===== src/rtl/swt16_pkg.sv =====
// Shared constants and helpers for the swt16 five-stage pipeline (IF, DC, EX, MEM, WB).
// Latency: n/a (declarations only).
// Backpressure: n/a.
package swt16_pkg;

  localparam int SWT16_REG_IDX_WIDTH = 4;
  localparam int SWT16_PC_INCREMENT  = 2;
  localparam int SWT16_PIPE_DEPTH    = 5;
  // A destination can have one pending write in each of EX, MEM and WB.
  localparam int SWT16_MAX_INFLIGHT  = SWT16_PIPE_DEPTH - 2;

  // Width needed to hold 0..max_inflight pending writes.
  function automatic int sb_cnt_width(input int max_inflight);
    return (max_inflight < 1) ? 1 : $clog2(max_inflight + 1);
  endfunction

endpackage


===== src/rtl/sb_counter.sv =====
// Pending-write counter for one architectural register: +1 on issue, -1 on retire.
// Latency: count updates at the rising edge after the event; err is combinational.
// Backpressure: none; saturates at MAX_VAL and at zero, a retire at zero raises err.
module sb_counter #(
  parameter int CNT_WIDTH = 2,
  parameter int MAX_VAL   = 3
) (
  input  logic                 clock,
  input  logic                 reset,
  input  logic                 inc,
  input  logic                 dec,
  output logic [CNT_WIDTH-1:0] cnt,
  output logic                 err
);

  localparam logic [CNT_WIDTH-1:0] CNT_MAX = CNT_WIDTH'(MAX_VAL);
  localparam logic [CNT_WIDTH-1:0] CNT_ONE = CNT_WIDTH'(1);

  logic dec_eff;

  // A retire only counts when something is actually pending.
  assign dec_eff = dec & (cnt != '0);
  assign err     = dec & (cnt == '0);

  // Issue and retire in the same cycle cancel; otherwise step up or down.
  always_ff @(posedge clock) begin
    if (reset) begin
      cnt <= '0;
    end else if (inc && !dec_eff && (cnt != CNT_MAX)) begin
      cnt <= cnt + CNT_ONE;
    end else if (dec_eff && !inc) begin
      cnt <= cnt - CNT_ONE;
    end
  end

endmodule


===== src/rtl/hazard_scoreboard.sv =====
// Register-hazard scoreboard: counts in-flight writes per register and stalls DC on RAW or full hazards.
// Latency: out_stall is combinational; counters, busy mask, err and perf update at the next rising edge.
// Backpressure: out_stall holds IF/DC; a flush in EX overrides the stall and kills the DC instruction.
module hazard_scoreboard
  import swt16_pkg::*;
#(
  parameter int REG_IDX_WIDTH = SWT16_REG_IDX_WIDTH,
  parameter int MAX_INFLIGHT  = SWT16_MAX_INFLIGHT,
  parameter int CNT_WIDTH     = sb_cnt_width(MAX_INFLIGHT),
  parameter bit WB_BYPASS     = 1'b1,
  parameter bit ZERO_REG      = 1'b0,
  parameter int PERF_WIDTH    = 16,
  localparam int NUM_REGS     = 2 ** REG_IDX_WIDTH
) (
  input  logic                     clock,
  input  logic                     reset,
  input  logic                     in_issue,
  input  logic                     in_issue_write,
  input  logic [REG_IDX_WIDTH-1:0] in_issue_dst_idx,
  input  logic                     in_src1_used,
  input  logic [REG_IDX_WIDTH-1:0] in_src1_idx,
  input  logic                     in_src2_used,
  input  logic [REG_IDX_WIDTH-1:0] in_src2_idx,
  input  logic                     in_flush,
  input  logic                     in_wb_write,
  input  logic [REG_IDX_WIDTH-1:0] in_wb_idx,
  output logic                     out_stall,
  output logic [NUM_REGS-1:0]      out_busy_mask,
  output logic                     out_err,
  output logic [PERF_WIDTH-1:0]    out_stall_cycles
);

  localparam logic [CNT_WIDTH-1:0] CNT_MAX = CNT_WIDTH'(MAX_INFLIGHT);
  localparam logic [CNT_WIDTH-1:0] CNT_ONE = CNT_WIDTH'(1);

  logic [CNT_WIDTH-1:0] cnt [NUM_REGS];
  logic [NUM_REGS-1:0]  pend;
  logic [NUM_REGS-1:0]  inc_vec;
  logic [NUM_REGS-1:0]  dec_vec;
  logic [NUM_REGS-1:0]  err_vec;
  logic                 hz;
  logic                 full;
  logic                 iss;
  logic                 err_q;
  logic [PERF_WIDTH-1:0] perf_q;

  for (genvar r = 0; r < NUM_REGS; r++) begin : g_reg
    // Register 0 is hard-wired to zero when ZERO_REG is set, so it never tracks anything.
    localparam bit TRACKED = !(ZERO_REG && (r == 0));

    logic wb_hit;

    assign wb_hit = in_wb_write && (in_wb_idx == REG_IDX_WIDTH'(r));

    // With write-through, the last pending write landing this cycle is already visible.
    assign pend[r]    = TRACKED && (cnt[r] != '0) &&
                        !(WB_BYPASS && wb_hit && (cnt[r] == CNT_ONE));
    assign inc_vec[r] = TRACKED && iss && (in_issue_dst_idx == REG_IDX_WIDTH'(r));
    assign dec_vec[r] = TRACKED && wb_hit;

    assign out_busy_mask[r] = (cnt[r] != '0);

    sb_counter #(
      .CNT_WIDTH (CNT_WIDTH),
      .MAX_VAL   (MAX_INFLIGHT)
    ) u_cnt (
      .clock (clock),
      .reset (reset),
      .inc   (inc_vec[r]),
      .dec   (dec_vec[r]),
      .cnt   (cnt[r]),
      .err   (err_vec[r])
    );
  end

  // Stall on a pending operand or a saturated destination; a flush discards the DC instruction instead.
  always_comb begin
    hz        = 1'b0;
    full      = 1'b0;
    out_stall = 1'b0;
    iss       = 1'b0;
    hz        = in_issue && ((in_src1_used && pend[in_src1_idx]) ||
                             (in_src2_used && pend[in_src2_idx]));
    full      = in_issue && in_issue_write && (cnt[in_issue_dst_idx] == CNT_MAX) &&
                !(in_wb_write && (in_wb_idx == in_issue_dst_idx));
    out_stall = (hz || full) && !in_flush;
    iss       = in_issue && in_issue_write && !out_stall && !in_flush;
  end

  // Sticky flag: some retire arrived for a register with nothing pending.
  always_ff @(posedge clock) begin
    if (reset) begin
      err_q <= 1'b0;
    end else if (|err_vec) begin
      err_q <= 1'b1;
    end
  end

  // Saturating count of stalled cycles for performance monitoring.
  always_ff @(posedge clock) begin
    if (reset) begin
      perf_q <= '0;
    end else if (out_stall && (perf_q != {PERF_WIDTH{1'b1}})) begin
      perf_q <= perf_q + PERF_WIDTH'(1);
    end
  end

  assign out_err          = err_q;
  assign out_stall_cycles = perf_q;

endmodule


===== config.mk =====
export PLATFORM = sky130hd
export DESIGN_NAME = hazard_scoreboard
export DESIGN_NICKNAME = d
export VERILOG_FILES = /design/src/rtl/swt16_pkg.sv /design/src/rtl/sb_counter.sv /design/src/rtl/hazard_scoreboard.sv
export SDC_FILE = /design/constraint.sdc
export NUM_CORES = 1
export LEC_CHECK = 0
export BUFFER_PORTS_ARGS = -buffer_cell sky130_fd_sc_hd__clkbuf_2
export CAP_MARGIN = 0
export CORE_UTILIZATION = 30
export DETAILED_ROUTE_END_ITERATION = 7
export PLACE_DENSITY = 0.57
export SYNTH_ARGS = -nofsm -noshare
export SYNTH_HDL_FRONTEND = slang
export SYNTH_SLANG_ARGS = --single-unit

===== constraint.sdc =====
create_clock -name clock -period 3.85 [get_ports clock]
set_clock_uncertainty 0.05 [all_clocks]
set_input_delay 0.5775 -clock clock [delete_from_list [all_inputs] [get_ports clock]]
set_output_delay 0.5775 -clock clock [all_outputs]
set_load 0.02 [all_outputs]

# Word-level counts from Yosys, hierarchy flattened
# Cells that the tools add are included.
[totals] reg_bits=49 in_bits=24 out_inout_bits=34 elab_cells=418
[op_classes] n_addsub=33 n_lt_le_gt_ge=3 eq_ne=65 n_mux=39 bitwise=33 reduce_logical=227
[ops] op="$logic_and A1 B1 Y1" n=123
[ops] op="$mux W2" n=34
[ops] op="$eq A4 B4 Y1 const B" n=16
[ops] op="$reduce_bool A2 Y1" n=32
[ops] op="$logic_not A1 Y1" n=51
[ops] op="$add A2 B1 Y2 const B" n=16
[ops] op="$and A1 B1 Y1" n=32
[ops] op="$eq A2 B1 Y1 const B" n=16
[ops] op="$eq A4 B3 Y1 const B" n=8
[ops] op="$logic_not A2 Y1" n=16
[ops] op="$ne A2 B2 Y1 const B" n=16
[ops] op="$sub A2 B1 Y2 const B" n=16
[ops] op="$add A16 B1 Y16 const B" n=1
[ops] op="$eq A4 B2 Y1 const B" n=4
[ops] op="$ne A16 B16 Y1 const B" n=1
[ops] op="$reduce_or A16 Y1" n=1
[ops] op="$lt A4 B5 Y1 const B" n=2
[ops] op="$bmux W1 S4" n=2
[ops] op="$bmux W2 S4" n=1
[ops] op="$eq A4 B1 Y1 const B" n=2
[ops] op="$logic_not A4 Y1" n=2
[ops] op="$ge A5 B5 Y1 const B" n=1
[ops] op="$not A4 Y5" n=1
[ops] op="$eq A4 B4 Y1" n=1
[ops] op="other kinds (3)" n=5

# Logic depth before layout (Yosys ltp)
# Gate-level depths: netlist of run 1.
[logic_depth] word_depth=20 mapped_depth=11 mapped_depth_nobuf=10

# Cells and area by module
# Synthesis of run 1 repeated with hierarchy kept, for this count alone.
[hier_totals] cells_unflattened=525 hier_area_um2=3887.5
[modules_own_cells] module="hazard_scoreboard" n_inst=1 cells_per_inst=301 area_each_um2=2105.8 seq_area_each_um2=340.3
[modules_own_cells] module="sb_counter" n_inst=16 cells_per_inst=14 area_each_um2=111.4 seq_area_each_um2=40.0

# Least setup slack after synthesis of run 1
# No wires, ideal clock.
[synth_timing] path_kind="input to output" startpoint="input port in_issue_dst_idx[1]" endpoint="output port out_stall" arrival_time_ps=2551 required_ps=3222 path_slack_ps=672 cell_stages=8 n_path_buf=2 cell_sequence="buf_6 -> inv_4 -> mux4_1 -> mux4_2 -> a211oi_4 -> buf_8 -> a22oi_4 -> inv_1"
[synth_between] elab_chain_len=9 word_cells_on_any_way=12 cone_classes="eq/ne (2); mux (3); bitwise (1); reduce/logical (6)"
[synth_rtl] item="start: declaration" line="hazard_scoreboard.sv:19" text="input logic [REG_IDX_WIDTH-1:0] in_issue_dst_idx,"
[synth_rtl] item="$not A4 Y5 (implied by the code)" line="hazard_scoreboard.sv:84" text="full = in_issue && in_issue_write && (cnt[in_issue_dst_idx] == CNT_MAX) &&"
[synth_rtl] item="$bmux W2 S4" line="hazard_scoreboard.sv:84"
[synth_rtl] item="$mux W2 (implied by the code) (2 in a row)" line="hazard_scoreboard.sv:84"
[synth_rtl] item="$eq A2 B2 Y1" line="hazard_scoreboard.sv:84"
[synth_rtl] item="$logic_and A1 B1 Y1" line="hazard_scoreboard.sv:84"
[synth_rtl] item="$logic_and A1 B1 Y1 (*)" line="hazard_scoreboard.sv:84"
[synth_rtl] item="$logic_or A1 B1 Y1 (*)" line="hazard_scoreboard.sv:86" text="out_stall = (hz || full) && !in_flush;"
[synth_rtl] item="$logic_and A1 B1 Y1 (*)" line="hazard_scoreboard.sv:86"
[synth_rtl] item="end: declaration" line="hazard_scoreboard.sv:27" text="output logic out_stall,"
# Mark *: on every way between the ends. The rest lies on a longest branch, timed or not. The select of a mux whose other input is x is not followed.

# Worst setup path after layout of run 1
[layout_timing] startpoint="input port in_wb_idx[2]" endpoint="register g_reg[9].u_cnt.cnt[0]"
[layout_between] elab_chain_len=19 word_cells_on_any_way=106 cone_classes="eq/ne (16); mux (5); bitwise (1); reduce/logical (84)"
[layout_rtl] item="start: declaration" line="hazard_scoreboard.sv:26" text="input logic [REG_IDX_WIDTH-1:0] in_wb_idx,"
[layout_rtl] item="$eq A4 B1 Y1 (tied with other cells)" line="hazard_scoreboard.sv:53" text="assign wb_hit = in_wb_write && (in_wb_idx == REG_IDX_WIDTH'(r));"
[layout_rtl] item="$logic_and A1 B1 Y1" line="hazard_scoreboard.sv:53"
[layout_rtl] item="$logic_and A1 B1 Y1" line="hazard_scoreboard.sv:57" text="!(WB_BYPASS && wb_hit && (cnt[r] == CNT_ONE));"
[layout_rtl] item="$logic_not A1 Y1" line="hazard_scoreboard.sv:57"
[layout_rtl] item="$logic_and A1 B1 Y1" line="hazard_scoreboard.sv:56" text="assign pend[r] = TRACKED && (cnt[r] != '0) &&"
[layout_rtl] item="$bmux W1 S4, on equally long branches" line="hazard_scoreboard.sv:82, hazard_scoreboard.sv:83"
[layout_rtl] item="$mux W1, on equally long branches" line="hazard_scoreboard.sv:82, hazard_scoreboard.sv:83"
[layout_rtl] item="$logic_and A1 B1 Y1, on equally long branches" line="hazard_scoreboard.sv:82, hazard_scoreboard.sv:83"
[layout_rtl] item="(+2 left out)"
[layout_rtl] item="$logic_or A1 B1 Y1" line="hazard_scoreboard.sv:86"
[layout_rtl] item="$logic_and A1 B1 Y1" line="hazard_scoreboard.sv:86"
[layout_rtl] item="$logic_not A1 Y1" line="hazard_scoreboard.sv:87" text="iss = in_issue && in_issue_write && !out_stall && !in_flush;"
[layout_rtl] item="$logic_and A1 B1 Y1 (2 in a row)" line="hazard_scoreboard.sv:87"
[layout_rtl] item="$logic_and A1 B1 Y1" line="hazard_scoreboard.sv:58" text="assign inc_vec[r] = TRACKED && iss && (in_issue_dst_idx == REG_IDX_WIDTH'(r));"
[layout_rtl] item="$logic_and A1 B1 Y1 or $logic_not A1 Y1 (tied branches)" line="sb_counter.sv:29, sb_counter.sv:31"
[layout_rtl] item="$logic_and A1 B1 Y1, on equally long branches" line="sb_counter.sv:29, sb_counter.sv:31"
[layout_rtl] item="$mux W2 or $reduce_bool A2 Y1 (tied branches)"
[layout_rtl] item="end signal: assignment" line="sb_counter.sv:30" text="cnt <= cnt + CNT_ONE;"
[layout_rtl] item="end signal: assignment" line="sb_counter.sv:32" text="cnt <= cnt - CNT_ONE;"
[layout_rtl] item="end: declaration" line="sb_counter.sv:12" text="output logic [CNT_WIDTH-1:0] cnt,"
# Parallel ways exist; a longest one is shown, timed or not. The select of a mux whose other input is x is not followed.
# A chain may end at the register's enable or synchronous reset.

==> summary.txt, run 1 <==
Outcome
  – Outcome: finished clean

Place
  – Placed cell areas: 0.00558 sq mm
  – Routability cong.: 0.888
  – Placed cells: 865
  – Port bufs: 57
  – Hpwl dp: 11.7 mm

Setup path
  – RR Endpoint: g_reg[9].u_cnt.cnt[0]
  – Critical Path AT: 3.66 ns
  – Crit Path Class: input port to flop
  – CP max FO: 15
  – Startpoint Class: input port
  – Critical Path RT: 4.00 ns
  – Worst R2R Setup Slack: 0.40 ns
  – Crit end category: flop
  – Worst r2r path cells: 10
  – R2R Path Start: g_reg[15].u_cnt.cnt[1]

Routing
  – Residual DRC count: 0
  – Via-to-Cell Ratio: 5.46
  – ANT nets after route: 0
  – Detailed router's first-iteration violation count: 454
  – Vias: 4763
  – DRT Pass-1 Iters: 5
  – Final WL: 14.8 mm
  – Routed len/inst: 17.0 um

Power
  – Max VDD drop: 0.000169 V
  – Tot Pwr: 1.92 mW
  – Leak pwr: 2.26 nW
  – Pwr Density: 335 mW/mm^2

Global route
  – Gr ovfl total: 0
  – Vias in the first global route: 4398
  – First-pass GRT wire length: 23.5 mm
  – Pin count of the biggest net entering global routing: 44
  – Total Routing Usage GR: 17.0%
  – Antenna violations before repair: 0

Final layout
  – NumNets Final: 725
  – Synth-to-Final Area Change: 13.7%
  – Diode count: 0
  – Finished Cell Area: 0.00574 sq mm
  – Final core area utilization: 34.7%
  – Fin cells: 873
  – Layout cells sized above 1: 22.4%

STA
  – RSZ-0062 raised after global routing: no
  – Worst Tran Pin Value: 0.916 ns
  – Slew HR: 38.9%
  – Final hold vios: 0
  – Final slew viol count: 0
  – Final worst-path cycle share: 91.2%
  – Final Critical Period: 3.51 ns
  – Finish-stage setup viols: 0
  – Final setup TNS: 0 ns
  – F_max: 0.285 GHz

Synthesis
  – Synth area leader: dfxtp_1
  – Mapped Cells: 601
  – Top cells by area, synth: dfxtp_1 (19%), ha_1 (12%), mux2_2 (5.6%)
  – Top FF cell, synth: dfxtp_1
  – Cell with the most instances after synthesis: nor2_1
  – Mean Syn Cell Area: 8.40 sq um
  – Synth Warn #: 0
  – Post-synth ARST share: 0%
  – Post-Syn Area: 0.00505 sq mm
  – Seq cells post-synth: 49
  – Cell variety after synth: 68
  – Area share of the largest cell type after synthesis: 19.4%
  – Most common library cells after synthesis: nor2_1 (71), inv_1 (67), dfxtp_1 (49), ha_1 (49), mux2_2 (25)
  – Post-synth EDFFs: 0
  – Synth Net Count: 674
  – Sequential area share after synthesis: 19.4%

Clock network
  – Longest Clk Path Bufs: 2
  – CTS H-tree depth: 2
  – Worst-path clk slew: 0.07 ns
  – Root buffer cell: clkbuf_16
  – Cts repair resizes: 0
  – Clk sinks: 49
  – CTS hold repair buffers: 0
  – Num CTS Buffers: 5
  – CTS tree: built
  – Clk_lat worst skew: 0.31 ns
  – Post-CTS Setup Inserts: 0

Hold path
  – Hold WC Path Type: flop to flop
  – Min-Delay Path Depth: 2
  – Worst hold start: out_stall_cycles[14]
  – Hold Path End: out_stall_cycles[14]

Flow run
  – Max_cap viols: 0

Floorplanning
  – Full die area: 0.0173 sq mm
  – Cell row count: 47
  – Initial core utilization: 30.5%
  – Die Span Y: 132 um
  – Die Wd: 132 um
  – I/O pin count: 58
  – Core Box Area: 0.0165 sq mm
[flip-flops by register name (all words and copies together) (netlist names)]
name / flops
out_stall_cycles: 16
out_err: 1
g.u_cnt.cnt: 32
[cell usage in the layout, fill, tap and decap left out, types with 8 or more instances in the layout]
cell | netlist | routed
o41ai_1 | 9 | 9
inv_1 | 67 | 67
o21ai_0 | 10 | 10
dfxtp_1 | 49 | 49
nor2b_1 | 12 | 12
mux2_2 | 25 | 25
mux2i_1 | 17 | 17
a31oi_1 | 9 | 9
a21boi_0 | 9 | 9
nor3_1 | 19 | 19
nor2_1 | 71 | 71
a221oi_1 | 13 | 13
or2_2 | 9 | 9
a21oi_1 | 15 | 15
a311oi_1 | 8 | 8
o21ba_2 | 9 | 9
nor4_1 | 9 | 9
o32ai_1 | 14 | 14
clkbuf_2 | 0 | 57
nand3_1 | 16 | 16
ha_1 | 49 | 49
buf_4 | 3 | 13
nand2_1 | 21 | 21
mux4_1 | 8 | 8
[how the worst max path moves through the flow]
stage	start	end	slack [ns]
after global placement	in_wb_idx[2]	g_reg[9].u_cnt.cnt[0]	0.14
after detailed placement	in_wb_idx[2]	g_reg[9].u_cnt.cnt[0]	0.11
after CTS	in_issue_dst_idx[0]	out_stall	0.38
final	in_wb_idx[2]	g_reg[9].u_cnt.cnt[0]	0.34
after floorplan	in_issue_dst_idx[1]	out_stall	0.67
after global routing	in_wb_idx[2]	g_reg[9].u_cnt.cnt[0]	0.11
[routing by layer]
layer	part of all wire (%)	vias up	GRT usage, %
met3	5.7	23	2.82
met2	45	155	26.8
li1	-	2327	-
met4	2.0	0	6.07
met5	0	-	0
met1	47	2258	23.3
[critical path, stage by stage]
cell      delay, ns
clkbuf_2       0.26
and3_1         0.29
a31oi_1        0.14
a32o_1         0.30
o311ai_4       0.33
nand4_4        0.32
nor4_1         0.82
mux2i_1        0.27
mux2_2         0.34
[logic make-up after synthesis]
group           count (synthesis)  share of synthesized area [%]
compound gates                136                           22.2
xor+xnor                        8                           1.39
fa+ha+maj                      49                           12.1
buf+inv                        96                           8.06
flops                          49                           19.4
mux                            53                           14.2
simple gates                  210                           22.5
[power by group]
| group | switching [mW] | internal [mW] |
|---|---|---|
| Combinational | 0.490 | 0.333 |
| Clock | 0.237 | 0.250 |
| Sequential | 0.0528 | 0.558 |
[stage by stage]
| stage | hold WS, ns | setup WS, ns |
|---|---|---|
| 5_1_grt | 0.462 | 0.107 |
| 2_1_floorplan | 0.437 | 0.672 |
| 6_report | 0.450 | 0.338 |
| 4_1_cts | 0.453 | 0.378 |
| 3_5_place_dp | 0.445 | 0.107 |
| 3_3_place_gp | 0.440 | 0.144 |
[layout make-up]
| cell class | instances | area, sq um |
|---|---|---|
| Clock buffer | 5 | 125 |
| Clock inverter | 3 | 28.8 |
| Fill cell | 1731 | 10800 |
| Inverter | 69 | 264 |
| Multi-Input combinational cell | 456 | 3660 |
| Sequential cell | 49 | 981 |
| Tap cell | 220 | 275 |
| Timing Repair Buffer | 71 | 403 |
Note: power is estimated with default switching activity, not from simulation.
==> run 2, diff against run 1 <==
Settings changed: CORE_UTILIZATION 30 to 50, CTS_BUF_LIST from default to sky130_fd_sc_hd__clkbuf_16, PLACE_DENSITY 0.57 to 0.8.
==> run 2 against run 1 <==
Against the previous run: hold slack got worse by 0.0067 ns; power about the same; worst setup slack worse by 0.043 ns; cell area shrank 2.1%; wire length down 2.8%; non-clock buffer count unchanged; first-iteration DRC count rose by 1.5%; final cell count shrank 10%; largest power group unchanged.
==> summary.txt, run 2 (synthesis gave the netlist of run 1 again) <==
Hold path
  – Min-Delay Path Depth: 2
  – Worst hold start: out_stall_cycles[14]
  – Hold WC Path Type: flop to flop

Place
  – Place WS: 0.169 ns
  – Port bufs: 57
  – Routability cong.: 0.928
  – Hpwl dp: 11.1 mm

Floorplanning
  – Core Box Area: 0.00977 sq mm
  – Full die area: 0.0105 sq mm
  – Cell row count: 36
  – Initial core utilization: 51.6%
  – I/O pin count: 58
  – Die Span Y: 102 um
  – Die Wd: 102 um

Final layout
  – Diode count: 0
  – Most frequent cells in the layout: nor2_1 (71), inv_1 (67), clkbuf_2 (57)
  – Synth-to-Final Area Change: 11.3%
  – Register with the most flip-flops: g.u_cnt.cnt
  – Final core area utilization: 57.5%
  – Most common cell after layout, fill and taps aside: nor2_1
  – NumNets Final: 725
  – Layout cells sized above 1: 22.4%
  – Max reg flops: 32
  – Register area: 981 sq um
  – Filler instances: 889
  – Multi-input combinational cell area: 0.00366 sq mm

STA
  – Final setup TNS: 0 ns
  – RSZ-0062 raised after global routing: no
  – Finish-stage setup viols: 0
  – Final worst-path cycle share: 92.4%
  – Worst Tran Pin Value: 0.793 ns
  – Final worst setup slack: 0.295 ns
  – Final Critical Period: 3.56 ns
  – Final slew viol count: 0
  – Slew HR: 46.6%
  – Final hold vios: 0
  – F_max: 0.281 GHz

Setup path
  – Critical path origin: in_issue_dst_idx[1]
  – Worst path bufs/invs: 4
  – CP max stage delay: 0.61 ns
  – CP Cell Sequence: clkbuf_2, inv_4, mux4_1, mux4_2, a211oi_4, a22oi_4, inv_1, clkbuf_2
  – Critical Path AT: 2.93 ns
  – Critical Path RT: 3.22 ns
  – Crit end category: output port
  – CP top delay family: multiplexers
  – Most common cell on crit path: clkbuf_2
  – CP max FO: 8
  – Crit Path Class: input port to output port
  – R2R Path Start: g_reg[15].u_cnt.cnt[1]
  – Worst r2r path cells: 11
  – Critical path depth: 8
  – Startpoint Class: input port
  – Critical Path Slowest Stage Cell: mux4_1

Global route
  – Gr ovfl total: 0
  – First-pass GRT wire length: 22.8 mm
  – Total Routing Usage GR: 27.7%
  – Pin count of the biggest net entering global routing: 40
  – Vias in the first global route: 4732
  – Antenna violations before repair: 0

Routing
  – Detailed router's first-iteration violation count: 461
  – Via-to-Cell Ratio: 6.42
  – ANT nets after route: 0
  – Routed len/inst: 18.3 um
  – Max Used Layer: met4
  – Wire length on met3: 1.28 mm
  – Residual DRC count: 0
  – Met1 Wirelength: 6.08 mm
  – DRT Pass-1 Iters: 5
  – Final WL: 14.4 mm
  – Routed met2 length: 6.50 mm
  – Vias: 5045

Power
  – Tot Pwr: 1.92 mW
  – Combinational Power Share: 42.9%
  – Leak pwr: 2.26 nW
  – Clock power share: 25.1%
  – Sequential Power Share: 31.9%
  – P_sw: 0.781 mW
  – P_int: 1.14 mW
  – Sw Share: 40.6%
  – Pwr Density: 342 mW/mm^2
  – Max VDD drop: 0.000232 V

Clock network
  – Clk sinks: 49
  – Cts repair resizes: 0
  – Post-CTS Setup Inserts: 0
  – Clk_lat worst skew: 0.30 ns
  – Num CTS Buffers: 5
  – Root buffer cell: clkbuf_16
  – Longest Clk Path Bufs: 2
  – Worst-path clk slew: 0.08 ns
  – CTS hold repair buffers: 0
  – CTS H-tree depth: 2
  – CTS tree: built

Outcome
  – Outcome: finished clean

Flow run
  – Max_cap viols: 0
==> run 2: cell count changes in the layout (fill, tap and decap cells not counted) <==
cell,previous run,this run
buf_12,1,0
buf_4,13,14
clkinv_4,1,0
inv_6,1,2
==> run 2: final timing paths <==
check | end | slack [ns]
worst max-delay path | out_stall | 0.29
worst min-delay path | out_stall_cycles[14] | 0.44
worst max register to register | g_reg[11].u_cnt.cnt[0] | 0.44
worst min register to register | out_stall_cycles[14] | 0.44
==> run 2: stage by stage <==
step,hold slack [ns],area [sq um],cells
detailed placement,0.435,5460,778
finish,0.443,5620,786
global route,0.480,5620,786
floorplan,0.437,5050,601
CTS,0.446,5620,786
global placement,0.417,5460,778
==> run 2: worst reg2reg max path, cell delays in order (launching register included) <==
cell	delay, ns
dfxtp_1	0.34
inv_1	0.14
ha_1	0.17
and4_1	0.17
a21oi_1	0.10
a32o_1	0.26
o311ai_4	0.34
nand4_4	0.31
buf_4	0.27
nor4_1	0.52
mux2i_1	0.28
mux2_2	0.36
==> run 2: routing by layer <==
metal	global-route usage (%)	up-vias
met1	35.9	2362
li1	-	2329
met3	3.90	59
met5	0	-
met2	45.1	295
met4	13.6	0
==> run 2: power by group through the flow <==
stage / sequential [mW] / clock, mW / combinational, mW
after global routing: 0.617 / 0.506 / 0.889
after floorplan: 0.611 / 0 / 0.575
after global placement: 0.616 / 0 / 0.769
after detailed placement: 0.622 / 0 / 0.802
after CTS: 0.610 / 0.487 / 0.807
final: 0.613 / 0.483 / 0.825
==> run 2: final cells by class <==
type	count	share of cell area, %
clock buffer	5	2.23
clock inverter	3	0.512
inverter	69	4.70
multi-input combinational	456	65.2
sequential	49	17.5
tap	133	2.96
timing repair buffer	71	6.95
==> run 3, diff against run 2 <==
Settings changed: CELL_PAD_IN_SITES_DETAIL_PLACEMENT from default to 1, CELL_PAD_IN_SITES_GLOBAL_PLACEMENT from default to 1, CORE_UTILIZATION 50 to 45, PLACE_DENSITY 0.8 to 0.91.
==> run 3 against run 2 <==
Against the previous run: maximum frequency fell by 1.4%; wire length rose by 25%; clock-buffer cell count did not move; hold slack got worse by 0.0030 ns; global-route usage rose by 4.2 points; critical path depth rose by 2; power rose by 4.7%; cell area rose by 0.33%; die area rose by 11%; worst setup slack got worse by 0.050 ns; first-iteration DRC count fell by 20%; critical endpoint is now g_reg[10].u_cnt.cnt[0].
==> summary.txt, run 3 (synthesis gave the netlist of run 1 again) <==
Final layout
  – Most frequent cells in the layout: nor2_1 (71), inv_1 (67), clkbuf_2 (57)
  – Most common cell after layout, fill and taps aside: nor2_1
  – Max reg flops: 32
  – Fin cells: 792
  – Synth-to-Final Area Change: 11.6%
  – Multi-input combinational cell area: 0.00366 sq mm
  – NumNets Final: 724
  – Diode count: 0
  – Register with the most flip-flops: g.u_cnt.cnt
  – Layout cells sized above 1: 22.2%
  – Filler instances: 1331
  – Register area: 981 sq um

Routing
  – Via-to-Cell Ratio: 6.49
  – DRT Pass-1 Iters: 6
  – Vias: 5144
  – Routed len/inst: 22.8 um
  – ANT nets after route: 0
  – Residual DRC count: 0
  – Final WL: 18.1 mm
  – Detailed router's first-iteration violation count: 370

Hold path
  – Hold WC Path Type: flop to flop

Floorplanning
  – Full die area: 0.0116 sq mm
  – Cell row count: 38
  – Die Wd: 108 um
  – Die Span Y: 108 um
  – Initial core utilization: 46.4%
  – I/O pin count: 58
  – Core Box Area: 0.0109 sq mm

STA
  – Slew HR: 31.9%
  – Final worst-path cycle share: 93.6%
  – Final hold vios: 0
  – Final Critical Period: 3.61 ns
  – F_max: 0.277 GHz
  – Worst Tran Pin Value: 1.02 ns
  – Final slew viol count: 0
  – RSZ-0062 raised after global routing: no
  – Finish-stage setup viols: 0
  – Final setup TNS: 0 ns

Global route
  – Vias in the first global route: 5473
  – Antenna violations before repair: 0
  – First-pass GRT wire length: 28.6 mm
  – Pin count of the biggest net entering global routing: 52
  – Total Routing Usage GR: 31.9%
  – Gr ovfl total: 0

Setup path
  – R2R Path Start: g_reg[15].u_cnt.cnt[1]
  – CP max FO: 16
  – Startpoint Class: flop
  – Crit Path Class: flop to flop
  – Crit path to: g_reg[10].u_cnt.cnt[0]
  – Critical Path AT: 3.75 ns
  – Critical path origin: g_reg[15].u_cnt.cnt[1]
  – Crit end category: flop
  – Worst R2R Setup Slack: 0.24 ns
  – RR Endpoint: g_reg[10].u_cnt.cnt[0]
  – Worst r2r path cells: 10
  – Critical Path RT: 3.99 ns

Power
  – Leak pwr: 2.26 nW
  – Max VDD drop: 0.000180 V
  – Pwr Density: 357 mW/mm^2

Place
  – Routability cong.: 0.942
  – Port bufs: 57
  – Hpwl dp: 13.4 mm
  – Placed cells: 784

Clock network
  – CTS H-tree depth: 2
  – Clk_lat worst skew: 0.30 ns
  – CTS hold repair buffers: 0
  – CTS tree: built
  – Post-CTS Setup Inserts: 0
  – Num CTS Buffers: 5
  – Cts repair resizes: 0
  – Root buffer cell: clkbuf_16
  – Worst-path clk slew: 0.08 ns
  – Longest Clk Path Bufs: 2
  – Clk sinks: 49

Outcome
  – Outcome: finished clean

Flow run
  – Max_cap viols: 0
run 3: cell types whose count changed in the layout (fill, tap and decap cells not counted):
cell / change
inv_6: -2
inv_8: -1
clkinv_4: +1
bufinv_16: +1
buf_4: -1
clkinvlp_4: +1
run 3: cell type report:
| cell class | instances | area share (%) |
|---|---|---|
| clock buffers | 5 | 2.22 |
| clock inverters | 3 | 0.822 |
| inverters | 69 | 4.69 |
| multi-input cells | 456 | 65.0 |
| flip-flops and latches | 49 | 17.4 |
| well taps | 140 | 3.11 |
| repair buffers | 70 | 6.80 |
run 3: how the worst min path moves through the flow:
stage	start	endpoint	cells after the start
2_1_floorplan	g_reg[10].u_cnt.cnt[1]	g_reg[10].u_cnt.cnt[1]	2
3_3_place_gp	out_stall_cycles[14]	out_stall_cycles[14]	2
3_5_place_dp	out_stall_cycles[14]	out_stall_cycles[14]	2
4_1_cts	out_stall_cycles[14]	out_stall_cycles[14]	2
5_1_grt	out_stall_cycles[14]	out_stall_cycles[14]	2
6_report	out_stall_cycles[14]	out_stall_cycles[14]	2
run 3: metrics by stage:
step / util [%] / worst slack, ns / instance area, sq um / hold slack, ns / power, mW
6_report: 51.7 / 0.245 / 5630 / 0.440 / 2.01
5_1_grt: 51.7 / 0.127 / 5630 / 0.494 / 2.09
4_1_cts: 51.7 / 0.307 / 5630 / 0.445 / 1.99
3_5_place_dp: 50.2 / 0.123 / 5460 / 0.435 / 1.45
3_3_place_gp: 50.2 / 0.256 / 5460 / 0.425 / 1.39
2_1_floorplan: - / 0.672 / 5050 / 0.437 / 1.19
run 3: worst max-delay path: stages, from the launching register on:
cell	delay (ns)
dfxtp_1	0.36
inv_1	0.15
ha_1	0.21
and4_1	0.19
a21oi_1	0.13
a32o_1	0.27
o311ai_4	0.34
nand4_4	0.32
nor4_1	0.81
mux2i_1	0.30
mux2_2	0.36
run 3: routing by layer:
layer  track usage [%]  part of all wire [%]  up-vias
li1                  -                     -     2317
met1              35.9                    39     2533
met2              57.2                    50      231
met3              5.57                   6.7       63
met4              16.6                   4.1        0
met5                 0                     0        -
run 3: where the power goes:
part           leakage [nW]  total (mW)  internal, mW  switching (mW)
combinational          1.78       0.860         0.330           0.530
sequential            0.396       0.619         0.558          0.0606
clock                0.0800       0.532         0.308           0.224
